===== src/rtl/game_sequencer_pkg.sv =====
// rtl/game_sequencer_pkg.sv - shared state encodings, parameter defaults and helpers
package game_sequencer_pkg;

    typedef enum logic [2:0] {
        ST_IDLE        = 3'd0,
        ST_RUNNING     = 3'd1,
        ST_DYING       = 3'd2,
        ST_LEVEL_PAUSE = 3'd3,
        ST_GAME_OVER   = 3'd4
    } state_e;

    localparam int LIVES_INI_DEF    = 3;
    localparam int DEATH_FRAMES_DEF = 60;
    localparam int LEVEL_FRAMES_DEF = 30;
    localparam int FLASH_FRAMES_DEF = 8;

    localparam int CNT_W   = 8;
    localparam int LIVES_W = 3;

    // States in which a fresh press of start is required before leaving.
    function automatic logic is_armable(state_e s);
        return (s == ST_IDLE) || (s == ST_GAME_OVER);
    endfunction

    // States in which the display blink runs.
    function automatic logic is_flashing(state_e s);
        return (s == ST_DYING) || (s == ST_GAME_OVER);
    endfunction

endpackage


===== src/rtl/game_sequencer_if.sv =====
// rtl/game_sequencer_if.sv - control/status bundle between game logic and the sequencer
//   i_Frame_Tick   : one-cycle pulse per video frame
//   i_Start        : debounced all-switches-pressed level
//   i_Has_Collided : frog/car collision level
//   i_Level_Up     : one-cycle pulse when the frog reaches the goal
//   o_Game_Active  : frog may move
//   o_Cars_Enable  : obstacle movement enable
//   o_Frog_Respawn : one-cycle pulse returning the frog to base
//   o_Lives        : remaining lives
//   o_Game_Over    : high while in GAME_OVER
//   o_Flash        : display blink enable
//   o_State        : current state encoding (debug)
interface game_sequencer_if;
    logic       i_Frame_Tick;
    logic       i_Start;
    logic       i_Has_Collided;
    logic       i_Level_Up;
    logic       o_Game_Active;
    logic       o_Cars_Enable;
    logic       o_Frog_Respawn;
    logic [2:0] o_Lives;
    logic       o_Game_Over;
    logic       o_Flash;
    logic [2:0] o_State;

    modport master (
        output i_Frame_Tick, i_Start, i_Has_Collided, i_Level_Up,
        input  o_Game_Active, o_Cars_Enable, o_Frog_Respawn, o_Lives,
               o_Game_Over, o_Flash, o_State
    );

    modport slave (
        input  i_Frame_Tick, i_Start, i_Has_Collided, i_Level_Up,
        output o_Game_Active, o_Cars_Enable, o_Frog_Respawn, o_Lives,
               o_Game_Over, o_Flash, o_State
    );
endinterface


===== src/rtl/game_sequencer_frame_timer.sv =====
// rtl/game_sequencer_frame_timer.sv - tick-driven 8-bit terminal-count down-counter
//   i_Clk, i_Reset : clock, synchronous active-high reset
//   i_Load         : load i_Load_Val this cycle (wins over a tick)
//   i_Load_Val     : reload value (1..255)
//   i_Tick         : frame tick; the count only moves on a tick
//   o_Expire       : combinational, high on the tick that completes the count
module frame_timer
    import game_sequencer_pkg::*;
(
    input  logic             i_Clk,
    input  logic             i_Reset,
    input  logic             i_Load,
    input  logic [CNT_W-1:0] i_Load_Val,
    input  logic             i_Tick,
    output logic             o_Expire
);

    logic [CNT_W-1:0] count_q;
    logic [CNT_W-1:0] count_d;

    // Holds at zero rather than wrapping, so a timer left running in an
    // idle state never produces spurious expiries.
    always_comb begin
        count_d = count_q;
        if (i_Load) begin
            count_d = i_Load_Val;
        end else if (i_Tick && (count_q != '0)) begin
            count_d = count_q - 1'b1;
        end
    end

    // Expiry is flagged on the tick that would take the count from 1 to 0,
    // so the owner can change state on the same edge that samples it.
    assign o_Expire = i_Tick && (count_q == CNT_W'(1));

    always_ff @(posedge i_Clk) begin
        if (i_Reset) begin
            count_q <= '0;
        end else begin
            count_q <= count_d;
        end
    end

endmodule


===== src/rtl/game_sequencer.sv =====
// rtl/game_sequencer.sv - frogger-style game flow FSM with lives, pauses and blink
//   i_Clk   : single clock, rising edge
//   i_Reset : synchronous active-high reset, overrides every other input
//   bus     : game_sequencer_if.slave carrying the frame/start/collision/level
//             inputs and the registered status outputs
module game_sequencer
    import game_sequencer_pkg::*;
#(
    parameter int C_LIVES_INI    = LIVES_INI_DEF,
    parameter int C_DEATH_FRAMES = DEATH_FRAMES_DEF,
    parameter int C_LEVEL_FRAMES = LEVEL_FRAMES_DEF,
    parameter int C_FLASH_FRAMES = FLASH_FRAMES_DEF
) (
    input  logic              i_Clk,
    input  logic              i_Reset,
    game_sequencer_if.slave   bus
);

    state_e             state_q, state_d;
    logic [LIVES_W-1:0] lives_q, lives_d;
    logic               armed_q, armed_d;
    logic               flash_q, flash_d;
    logic               respawn_q, respawn_d;
    logic               game_active_q, game_active_d;
    logic               cars_q, cars_d;
    logic               game_over_q, game_over_d;

    logic               entering;
    logic               pause_load;
    logic [CNT_W-1:0]   pause_val;
    logic               pause_expire;
    logic               flash_load;
    logic               flash_expire;

    frame_timer u_pause_timer (
        .i_Clk      (i_Clk),
        .i_Reset    (i_Reset),
        .i_Load     (pause_load),
        .i_Load_Val (pause_val),
        .i_Tick     (bus.i_Frame_Tick),
        .o_Expire   (pause_expire)
    );

    frame_timer u_flash_timer (
        .i_Clk      (i_Clk),
        .i_Reset    (i_Reset),
        .i_Load     (flash_load),
        .i_Load_Val (CNT_W'(C_FLASH_FRAMES)),
        .i_Tick     (bus.i_Frame_Tick),
        .o_Expire   (flash_expire)
    );

    always_comb begin
        state_d    = state_q;
        lives_d    = lives_q;
        pause_load = 1'b0;
        pause_val  = CNT_W'(C_DEATH_FRAMES);

        case (state_q)
            ST_IDLE: begin
                if (armed_q && bus.i_Start) begin
                    state_d = ST_RUNNING;
                    lives_d = LIVES_W'(C_LIVES_INI);
                end
            end
            ST_RUNNING: begin
                // Collision is checked first so it wins over a same-cycle level-up.
                if (bus.i_Has_Collided) begin
                    state_d    = ST_DYING;
                    lives_d    = (lives_q == '0) ? '0 : lives_q - 1'b1;
                    pause_load = 1'b1;
                    pause_val  = CNT_W'(C_DEATH_FRAMES);
                end else if (bus.i_Level_Up) begin
                    state_d    = ST_LEVEL_PAUSE;
                    pause_load = 1'b1;
                    pause_val  = CNT_W'(C_LEVEL_FRAMES);
                end
            end
            ST_DYING: begin
                if (pause_expire) begin
                    state_d = (lives_q == '0) ? ST_GAME_OVER : ST_RUNNING;
                end
            end
            ST_LEVEL_PAUSE: begin
                if (pause_expire) begin
                    state_d = ST_RUNNING;
                end
            end
            ST_GAME_OVER: begin
                if (armed_q && bus.i_Start) begin
                    state_d = ST_IDLE;
                end
            end
            default: begin
                state_d = ST_IDLE;
            end
        endcase

        entering = (state_d != state_q);

        // Start must be seen released inside IDLE/GAME_OVER before a press
        // counts, so a button still held from the last transition is ignored.
        armed_d = armed_q;
        if (is_armable(state_q) && !bus.i_Start) begin
            armed_d = 1'b1;
        end
        if (entering && is_armable(state_d)) begin
            armed_d = 1'b0;
        end

        respawn_d = entering && (state_d == ST_RUNNING);

        // Blink phase restarts low on every entry to a flashing state,
        // including the DYING -> GAME_OVER hand-over.
        flash_load = 1'b0;
        flash_d    = flash_q;
        if (entering && is_flashing(state_d)) begin
            flash_load = 1'b1;
            flash_d    = 1'b0;
        end else if (is_flashing(state_d)) begin
            if (flash_expire) begin
                flash_load = 1'b1;
                flash_d    = ~flash_q;
            end
        end else begin
            flash_d = 1'b0;
        end

        game_active_d = (state_d == ST_RUNNING);
        cars_d        = (state_d == ST_RUNNING) || (state_d == ST_LEVEL_PAUSE);
        game_over_d   = (state_d == ST_GAME_OVER);
    end

    always_ff @(posedge i_Clk) begin
        if (i_Reset) begin
            state_q       <= ST_IDLE;
            lives_q       <= LIVES_W'(C_LIVES_INI);
            armed_q       <= 1'b0;
            flash_q       <= 1'b0;
            respawn_q     <= 1'b0;
            game_active_q <= 1'b0;
            cars_q        <= 1'b0;
            game_over_q   <= 1'b0;
        end else begin
            state_q       <= state_d;
            lives_q       <= lives_d;
            armed_q       <= armed_d;
            flash_q       <= flash_d;
            respawn_q     <= respawn_d;
            game_active_q <= game_active_d;
            cars_q        <= cars_d;
            game_over_q   <= game_over_d;
        end
    end

    assign bus.o_Game_Active  = game_active_q;
    assign bus.o_Cars_Enable  = cars_q;
    assign bus.o_Frog_Respawn = respawn_q;
    assign bus.o_Lives        = lives_q;
    assign bus.o_Game_Over    = game_over_q;
    assign bus.o_Flash        = flash_q;
    assign bus.o_State        = state_q;

endmodule


===== src/flat_wrapper.sv =====
// flat-port wrapper written by rule: the top's interface ports become plain ports
module game_sequencer_flat import game_sequencer_pkg::*;
#(
    parameter int C_LIVES_INI    = LIVES_INI_DEF,
    parameter int C_DEATH_FRAMES = DEATH_FRAMES_DEF,
    parameter int C_LEVEL_FRAMES = LEVEL_FRAMES_DEF,
    parameter int C_FLASH_FRAMES = FLASH_FRAMES_DEF
)
  (i_Clk, i_Reset, bus_i_Frame_Tick, bus_i_Start, bus_i_Has_Collided, bus_i_Level_Up, bus_o_Game_Active, bus_o_Cars_Enable, bus_o_Frog_Respawn, bus_o_Lives, bus_o_Game_Over, bus_o_Flash, bus_o_State);
  game_sequencer_if bus_i ();
  input  logic i_Clk;
  input  logic i_Reset;
  input wire logic [$bits(bus_i.i_Frame_Tick)-1:0] bus_i_Frame_Tick;
  input wire logic [$bits(bus_i.i_Start)-1:0] bus_i_Start;
  input wire logic [$bits(bus_i.i_Has_Collided)-1:0] bus_i_Has_Collided;
  input wire logic [$bits(bus_i.i_Level_Up)-1:0] bus_i_Level_Up;
  output wire logic [$bits(bus_i.o_Game_Active)-1:0] bus_o_Game_Active;
  output wire logic [$bits(bus_i.o_Cars_Enable)-1:0] bus_o_Cars_Enable;
  output wire logic [$bits(bus_i.o_Frog_Respawn)-1:0] bus_o_Frog_Respawn;
  output wire logic [$bits(bus_i.o_Lives)-1:0] bus_o_Lives;
  output wire logic [$bits(bus_i.o_Game_Over)-1:0] bus_o_Game_Over;
  output wire logic [$bits(bus_i.o_Flash)-1:0] bus_o_Flash;
  output wire logic [$bits(bus_i.o_State)-1:0] bus_o_State;
  assign bus_i.i_Frame_Tick = bus_i_Frame_Tick;
  assign bus_i.i_Start = bus_i_Start;
  assign bus_i.i_Has_Collided = bus_i_Has_Collided;
  assign bus_i.i_Level_Up = bus_i_Level_Up;
  assign bus_o_Game_Active = bus_i.o_Game_Active;
  assign bus_o_Cars_Enable = bus_i.o_Cars_Enable;
  assign bus_o_Frog_Respawn = bus_i.o_Frog_Respawn;
  assign bus_o_Lives = bus_i.o_Lives;
  assign bus_o_Game_Over = bus_i.o_Game_Over;
  assign bus_o_Flash = bus_i.o_Flash;
  assign bus_o_State = bus_i.o_State;
  game_sequencer #(.C_LIVES_INI(C_LIVES_INI), .C_DEATH_FRAMES(C_DEATH_FRAMES), .C_LEVEL_FRAMES(C_LEVEL_FRAMES), .C_FLASH_FRAMES(C_FLASH_FRAMES)) u_core (.i_Clk(i_Clk), .i_Reset(i_Reset), .bus(bus_i));
endmodule

===== config.mk =====
export PLATFORM = sky130hd
export DESIGN_NAME = game_sequencer_flat
export DESIGN_NICKNAME = d
export VERILOG_FILES = /design/src/rtl/game_sequencer_pkg.sv /design/src/rtl/game_sequencer_if.sv /design/src/rtl/game_sequencer_frame_timer.sv /design/src/rtl/game_sequencer.sv /design/src/flat_wrapper.sv
export SDC_FILE = /design/constraint.sdc
export NUM_CORES = 1
export LEC_CHECK = 0
export CAP_MARGIN = 20
export CORE_MARGIN = 2
export CORE_UTILIZATION = 59
export DETAILED_ROUTE_END_ITERATION = 6
export GPL_TIMING_DRIVEN = 0
export PLACE_DENSITY = 0.87
export SKIP_LAST_GASP = 1
export SLEW_MARGIN = 20
export SYNTH_ARGS = -nofsm -noshare
export SYNTH_HDL_FRONTEND = slang
export SYNTH_SLANG_ARGS = --single-unit

===== constraint.sdc =====
create_clock -name i_Clk -period 2.4 [get_ports i_Clk]
set_input_delay 0.72 -clock i_Clk [delete_from_list [all_inputs] [get_ports i_Clk]]
set_output_delay 0.72 -clock i_Clk [all_outputs]
set_load 0.1 [all_outputs]

==> results_dict.tcl, run 1 <==
set metrics [dict create \
    dieWidth_um 54.5 \
    grt_overflow_total 0 \
    grt_max_degree 16 \
    worstSetupEndpointType "primary output" \
    violation_count_after_the_first_detailed_route_iteration 39 \
    timing.fmax_mhz 427 \
    cts_hold_buf 0 \
    wl_final_mm 3.05 \
    grt_pass1_wl_mm 4.89 \
    cts_tree "yes" \
    row_count 18 \
    finalSetupViolCount 0 \
    async_reset_ff_share_pct 0 \
    detail_route.vias_per_cell 6.02 \
    worst_clock_skew_ps 2.37 \
    antenna_found_initial 0 \
    worst-slew-pin-transition_ps 966 \
    wl_met2_mm 1.52 \
    die-area_sq_um 2970 \
    synth_edf_count 0 \
    setup_repair_after_global_routing_missed_its_margin "false" \
    outcome "finished, final reports clean" \
    synthesis.instances 168 \
    final_hold_viol_count 0 \
    detailroute.via_count 1307 \
    cts_num_sinks 28 \
    p_total_mw 1.81 \
    io-pin-count 17 \
    cts_root_buf "clkbuf_4" \
    vias_in_the_first_global_route 1170 \
    fin_area_sq_um 1710 \
    area_delta_synth_final_pct 13.8 \
    met3_wirelength_from_detailed_routing_um 120 \
    hold_path_class "register to register" \
    drive_above_1_share_pct 15.0 \
    path_delay_family "buffers and inverters" \
    worst-endpoint-arrival_ps 1620 \
    synth.yosys.warnings 0 \
    post-route-drc-count 0 \
    htree_levels 1 \
    worstPathBufferInverterCount 1 \
    critical-path-max-stage-delay_ps 850 \
    postCtsSetupBuffers 0 \
    timing.setup.critical_path_class "register to primary output" \
    worst_setup_hold_path_clk_slew_ps 150 \
    dominantRegCellSynth "dfxtp_1" \
    wl_met1_mm 1.34 \
    finalWeightedCongestion 0.805 \
    number_of_unique_standard_cell_types_used_by_synthesis 47 \
    crit_path_cell_trace "clkdlybuf4s15_1" \
    critical_path_required_ps 1680 \
    antenna_left 0 \
    detailedPlacementHpwl_mm 2.31 \
    wl_per_cell_um 14.1 \
    effective_utilization_at_floorplan_pct 61.3 \
    timing.max_cap.violations 0 \
    static-leakage-power_nw 0.691 \
    final_slew_violations 0 \
    share_of_the_cycle_needed_by_the_critical_path_after_routing_pct 97.6 \
    final_net_count 200 \
    syn_area_per_cell_sq_um 8.96 \
    power_density_nw_per_um2 1050 \
    timing.critical_path.slowest_stage_cell "clkdlybuf4s15_1" \
    fin_crit_ps 2340 \
    grt_overall_usage_pct 22.8 \
    core_area_sq_um 2450 \
    top_layer "met4" \
    dpl_cell_area_sq_um 1690 \
    clock_insertion_delay_worst_skew_ps 330 \
    antennaDiodeCount 0 \
    timing.max_slew.rel_slack_pct 35.9 \
    synth_sequential_area_ratio_pct 37.2 \
    clk_path_buf_depth 2 \
    port-buffer-count 15 \
    cp_max_fo 6 \
    cts_buffers 3 \
    drt_pass1_iterations 4 \
    synth.net_count 180 \
    die_height_um 54.5 \
    cp-start-kind "register" \
    syn_area_sq_um 1510 \
    vdd_drop_max_mv 0.864 \
    postSynthRegisterBits 28 \
]
==> cell type report <==
type / count / area (sq um)
buffer: 6 / 26.3
clock buffer: 4 / 36.3
fill: 206 / 742
inverter: 9 / 33.8
multi-input combinational: 125 / 885
sequential: 28 / 561
tap: 30 / 37.5
timing repair buffer: 15 / 134
==> stage by stage <==
stage          util (%)  hold WS (ps)  cells  setup WS [ps]  TNS [ps]
2_1_floorplan         -           493    168            186         0
3_3_place_gp       69.0           469    213           -111      -961
3_5_place_dp       69.0           497    213           -184     -1660
4_1_cts            69.9           519    217          -37.1     -37.1
5_1_grt            69.8           556    217           13.7         0
6_report           69.8           519    217           57.3         0
==> worst reg2reg max path: cells and delay by family (launching register included) <==
family                   cells  cell delay, ps
flip-flops                   1             390
adder cells (fa/ha/maj)      1             190
buffers and inverters        1              80
AND/OR/NAND/NOR              2             330
AO/OA/AOI/OAI                3             800
==> per-layer routing <==
layer / GRT usage [%] / vias to the layer above
li1: - / 637
met1: 26.7 / 620
met2: 41.6 / 41
met3: 2.73 / 9
met4: 9.58 / 0
met5: 0 / -
==> state kept, by name, summed over array words and instances (netlist names) <==
register and count:
u_core.bus.o_Frog_Respawn 1, u_core.bus.o_Lives 3, u_core.u_flash_timer.count_q 8, u_core.bus.o_Cars_Enable 1, u_core.u_pause_timer.count_q 8, u_core.bus.o_Flash 1, u_core.bus.o_Game_Active 1, u_core.bus.o_State 3
u_core.bus.o_Game_Over 1, u_core.armed_q 1
==> worst paths after layout <==
path	startpoint	end	slack [ps]	cells after the start
worst max-delay path	u_core.bus.o_Lives[0]	bus_o_Lives[0]	60	1
worst max register to register	u_core.u_pause_timer.count_q[1]	u_core.u_flash_timer.count_q[2]	550	7
worst min register to register	u_core.bus.o_Lives[2]	u_core.bus.o_Lives[2]	520	2
worst min-delay path	u_core.bus.o_Lives[2]	u_core.bus.o_Lives[2]	520	2
==> cell usage after synthesis, types with 3 or more instances <==
cell type | n | area [sq um]
nand3_1 | 4 | 20.0
buf_2 | 3 | 15.0
ha_1 | 6 | 75.1
clkbuf_1 | 3 | 11.3
nand2_1 | 14 | 52.6
nor2_1 | 16 | 60.1
inv_1 | 9 | 33.8
a21oi_1 | 9 | 45.0
dfxtp_1 | 28 | 561
nor4_1 | 3 | 18.8
xnor2_1 | 7 | 61.3
nand2b_1 | 4 | 25.0
nor3_1 | 11 | 55.1
a31oi_1 | 4 | 25.0
xor2_1 | 5 | 43.8
nor3_2 | 6 | 60.1
==> cells by family (layout without fill, tap and decap cells) <==
kind of cell / Yosys count / in the layout / synth area share (%)
AO/OA/AOI/OAI: 28 / 28 / 14.7
XOR/XNOR: 12 / 12 / 6.98
adder cells (fa/ha/maj): 6 / 6 / 4.99
buffers and inverters: 15 / 34 / 3.99
flip-flops: 28 / 28 / 37.2
multiplexers: 2 / 2 / 1.33
AND/OR/NAND/NOR: 77 / 77 / 30.8
==> repair_timing <==
item / 4_1_cts / 5_1_grt
gates cloned: 0 / 0
gates resized for setup: 11 / 3
endpoints found under the setup margin: 11 / 2
==> power by group <==
part	leakage (nW)	switching, mW	internal (mW)
Combinational	0.441	0.497	0.374
Sequential	0.229	0.123	0.578
Clock	0.0210	0.141	0.0929
==> layout by cell type, fill, tap and decap left out, types with 5 or more instances in the layout <==
master,n
a21oi_1,9
dfxtp_1,28
dlygate4sd2_1,9
ha_1,6
inv_1,9
nand2_1,14
nor2_1,16
nor3_1,11
nor3_2,6
xnor2_1,7
xor2_1,5
Power figures use the tool's default switching activity.
==> run 2, diff against run 1 <==
--- a/config.mk
+++ b/config.mk
@@ -11,6 +11,7 @@
 export DETAILED_ROUTE_END_ITERATION = 6
 export GPL_TIMING_DRIVEN = 0
 export PLACE_DENSITY = 0.87
+export REMOVE_ABC_BUFFERS = 1
 export SKIP_LAST_GASP = 1
 export SLEW_MARGIN = 20
 export SYNTH_ARGS = -nofsm -noshare
==> results_dict.tcl, run 2 (synthesized netlist as in run 1, its figures left out) <==
set metrics [dict create \
    drt_pass1_iterations 7 \
    timing.max_cap.violations 0 \
    antennaDiodeCount 0 \
    grt_overflow_total 0 \
    timing.max_slew.rel_slack_pct 36.6 \
    detail_route.vias_per_cell 5.83 \
    hold_path_class "register to register" \
    filler_cell_count 188 \
    cts_tree "yes" \
    cts_hold_buf 0 \
    row_count 18 \
    drive_above_1_share_pct 15.4 \
    outcome "finished, final reports clean" \
    core_area_sq_um 2450 \
    worst-slew-pin-transition_ps 955 \
    most-common-layout-cells "dfxtp_1 (28), nor2_1 (16), nand2_1 (14)" \
    worst-endpoint-arrival_ps 1620 \
    postCtsSetupBuffers 0 \
    vdd_drop_max_mv 0.912 \
    die_height_um 54.5 \
    finalHoldWorstSlack_ps 500 \
    sequential_standard_cell_area_sq_um 561 \
    violation_count_after_the_first_detailed_route_iteration 27 \
    static-leakage-power_nw 0.674 \
    wl_per_cell_um 13.8 \
    cts_root_buf "clkbuf_4" \
    final_common_cell "dfxtp_1" \
    finalSetupViolCount 0 \
    area_delta_synth_final_pct 13.8 \
    grt_max_degree 29 \
    vias_in_the_first_global_route 1125 \
    post-route-drc-count 0 \
    die-area_sq_um 2970 \
    effective_utilization_at_floorplan_pct 61.3 \
    detailroute.via_count 1235 \
    worstSetupEndpointType "primary output" \
    cts_num_sinks 28 \
    timing.critical_path.slowest_stage_cell "clkdlybuf4s15_1" \
    io-pin-count 17 \
    top_regs "u_core.u_flash_timer.count_q (8), u_core.u_pause_timer.count_q (8)" \
    power_density_nw_per_um2 1090 \
    finalCoreUtilization_pct 69.8 \
    htree_levels 1 \
    grt_pass1_wl_mm 4.66 \
    place.detailed.instances 208 \
    worst_clock_skew_ps 7.64 \
    multi_input_combinational_cell_area_sq_um 885 \
    clock_insertion_delay_worst_skew_ps 340 \
    setup_repair_after_global_routing_missed_its_margin "false" \
    final_hold_viol_count 0 \
    timing.setup.critical_path_class "register to primary output" \
    crit_path_cell_trace "clkdlybuf4s15_1" \
    dieWidth_um 54.5 \
    setup_total_negative_slack_ps 0 \
    detailedPlacementHpwl_mm 2.22 \
    critical_path_required_ps 1680 \
    fin_crit_ps 2340 \
    critical-path-max-stage-delay_ps 850 \
    final_slew_violations 0 \
    path_delay_family "buffers and inverters" \
    cp_max_fo 6 \
    port-buffer-count 16 \
    worstPathBufferInverterCount 1 \
    grt_overall_usage_pct 21.9 \
    clk_path_buf_depth 2 \
    timing.fmax_mhz 426 \
    finalWeightedCongestion 0.792 \
    antenna_found_initial 0 \
    layoutNonFillerInstCount 212 \
    final_net_count 195 \
    cts_buffers 3 \
    cp-start-kind "register" \
    worst_setup_hold_path_clk_slew_ps 150 \
    share_of_the_cycle_needed_by_the_critical_path_after_routing_pct 97.7 \
    wl_final_mm 2.92 \
    antenna_left 0 \
]
[run 2: cell types whose count changed in the layout (fill, tap and decap cells not counted), sizes merged]
| cell | change |
|---|---|
| clkbuf | -4 |
| buf | -2 |
| clkdlybuf4s15 | +2 |
| dlygate4sd2 | -2 |
| bufinv | +1 |
[run 2: power by group]
| group | switching, mW | total, mW | internal [mW] | leakage (nW) |
|---|---|---|---|---|
| clock network | 0.140 | 0.309 | 0.169 | 0.0279 |
| registers | 0.128 | 0.706 | 0.579 | 0.229 |
| logic | 0.486 | 0.859 | 0.372 | 0.417 |
| total | 0.754 | 1.87 | 1.12 | 0.674 |
[run 2: repair_timing]
item                       CTS  global route
resized for setup           15             3
hold endpoints to repair     0             0
setup endpoints to repair   11             2
[run 2: per-layer routing]
layer | up-vias | wire length (um) | GRT usage (%)
li1 | 626 | - | -
met1 | 580 | 1280 | 24.1
met2 | 20 | 1500 | 40.6
met3 | 9 | 65 | 2.73
met4 | 0 | 74 | 11.7
met5 | - | 0 | 0
[run 2: per-stage QoR]
stage,power (mW),area (sq um),worst slack (ps)
final,1.87,1710,55.1
after floorplan,1.40,1480,167
after detailed placement,1.57,1680,-175
after global routing,2.00,1710,15.6
after global placement,1.51,1680,-159
after CTS,1.88,1720,-108
[run 2: path summary, 6_finish.rpt]
| check | startpoint | to | slack [ps] | cells after the start |
|---|---|---|---|---|
| min | u_core.bus.o_Lives[2] | u_core.bus.o_Lives[2] | 500 | 2 |
| max reg2reg | u_core.u_pause_timer.count_q[1] | u_core.u_flash_timer.count_q[6] | 610 | 7 |
| max | u_core.bus.o_Lives[0] | bus_o_Lives[0] | 60 | 1 |
| min reg2reg | u_core.bus.o_Lives[2] | u_core.bus.o_Lives[2] | 500 | 2 |
[run 2: cell type report]
class,count,area share (%)
Clock buffer,3,1.31
Clock inverter,1,1.75
Inverter,9,1.97
Multi-Input combinational cell,125,51.6
Sequential cell,28,32.7
Tap cell,30,2.19
Timing Repair Buffer,16,8.40
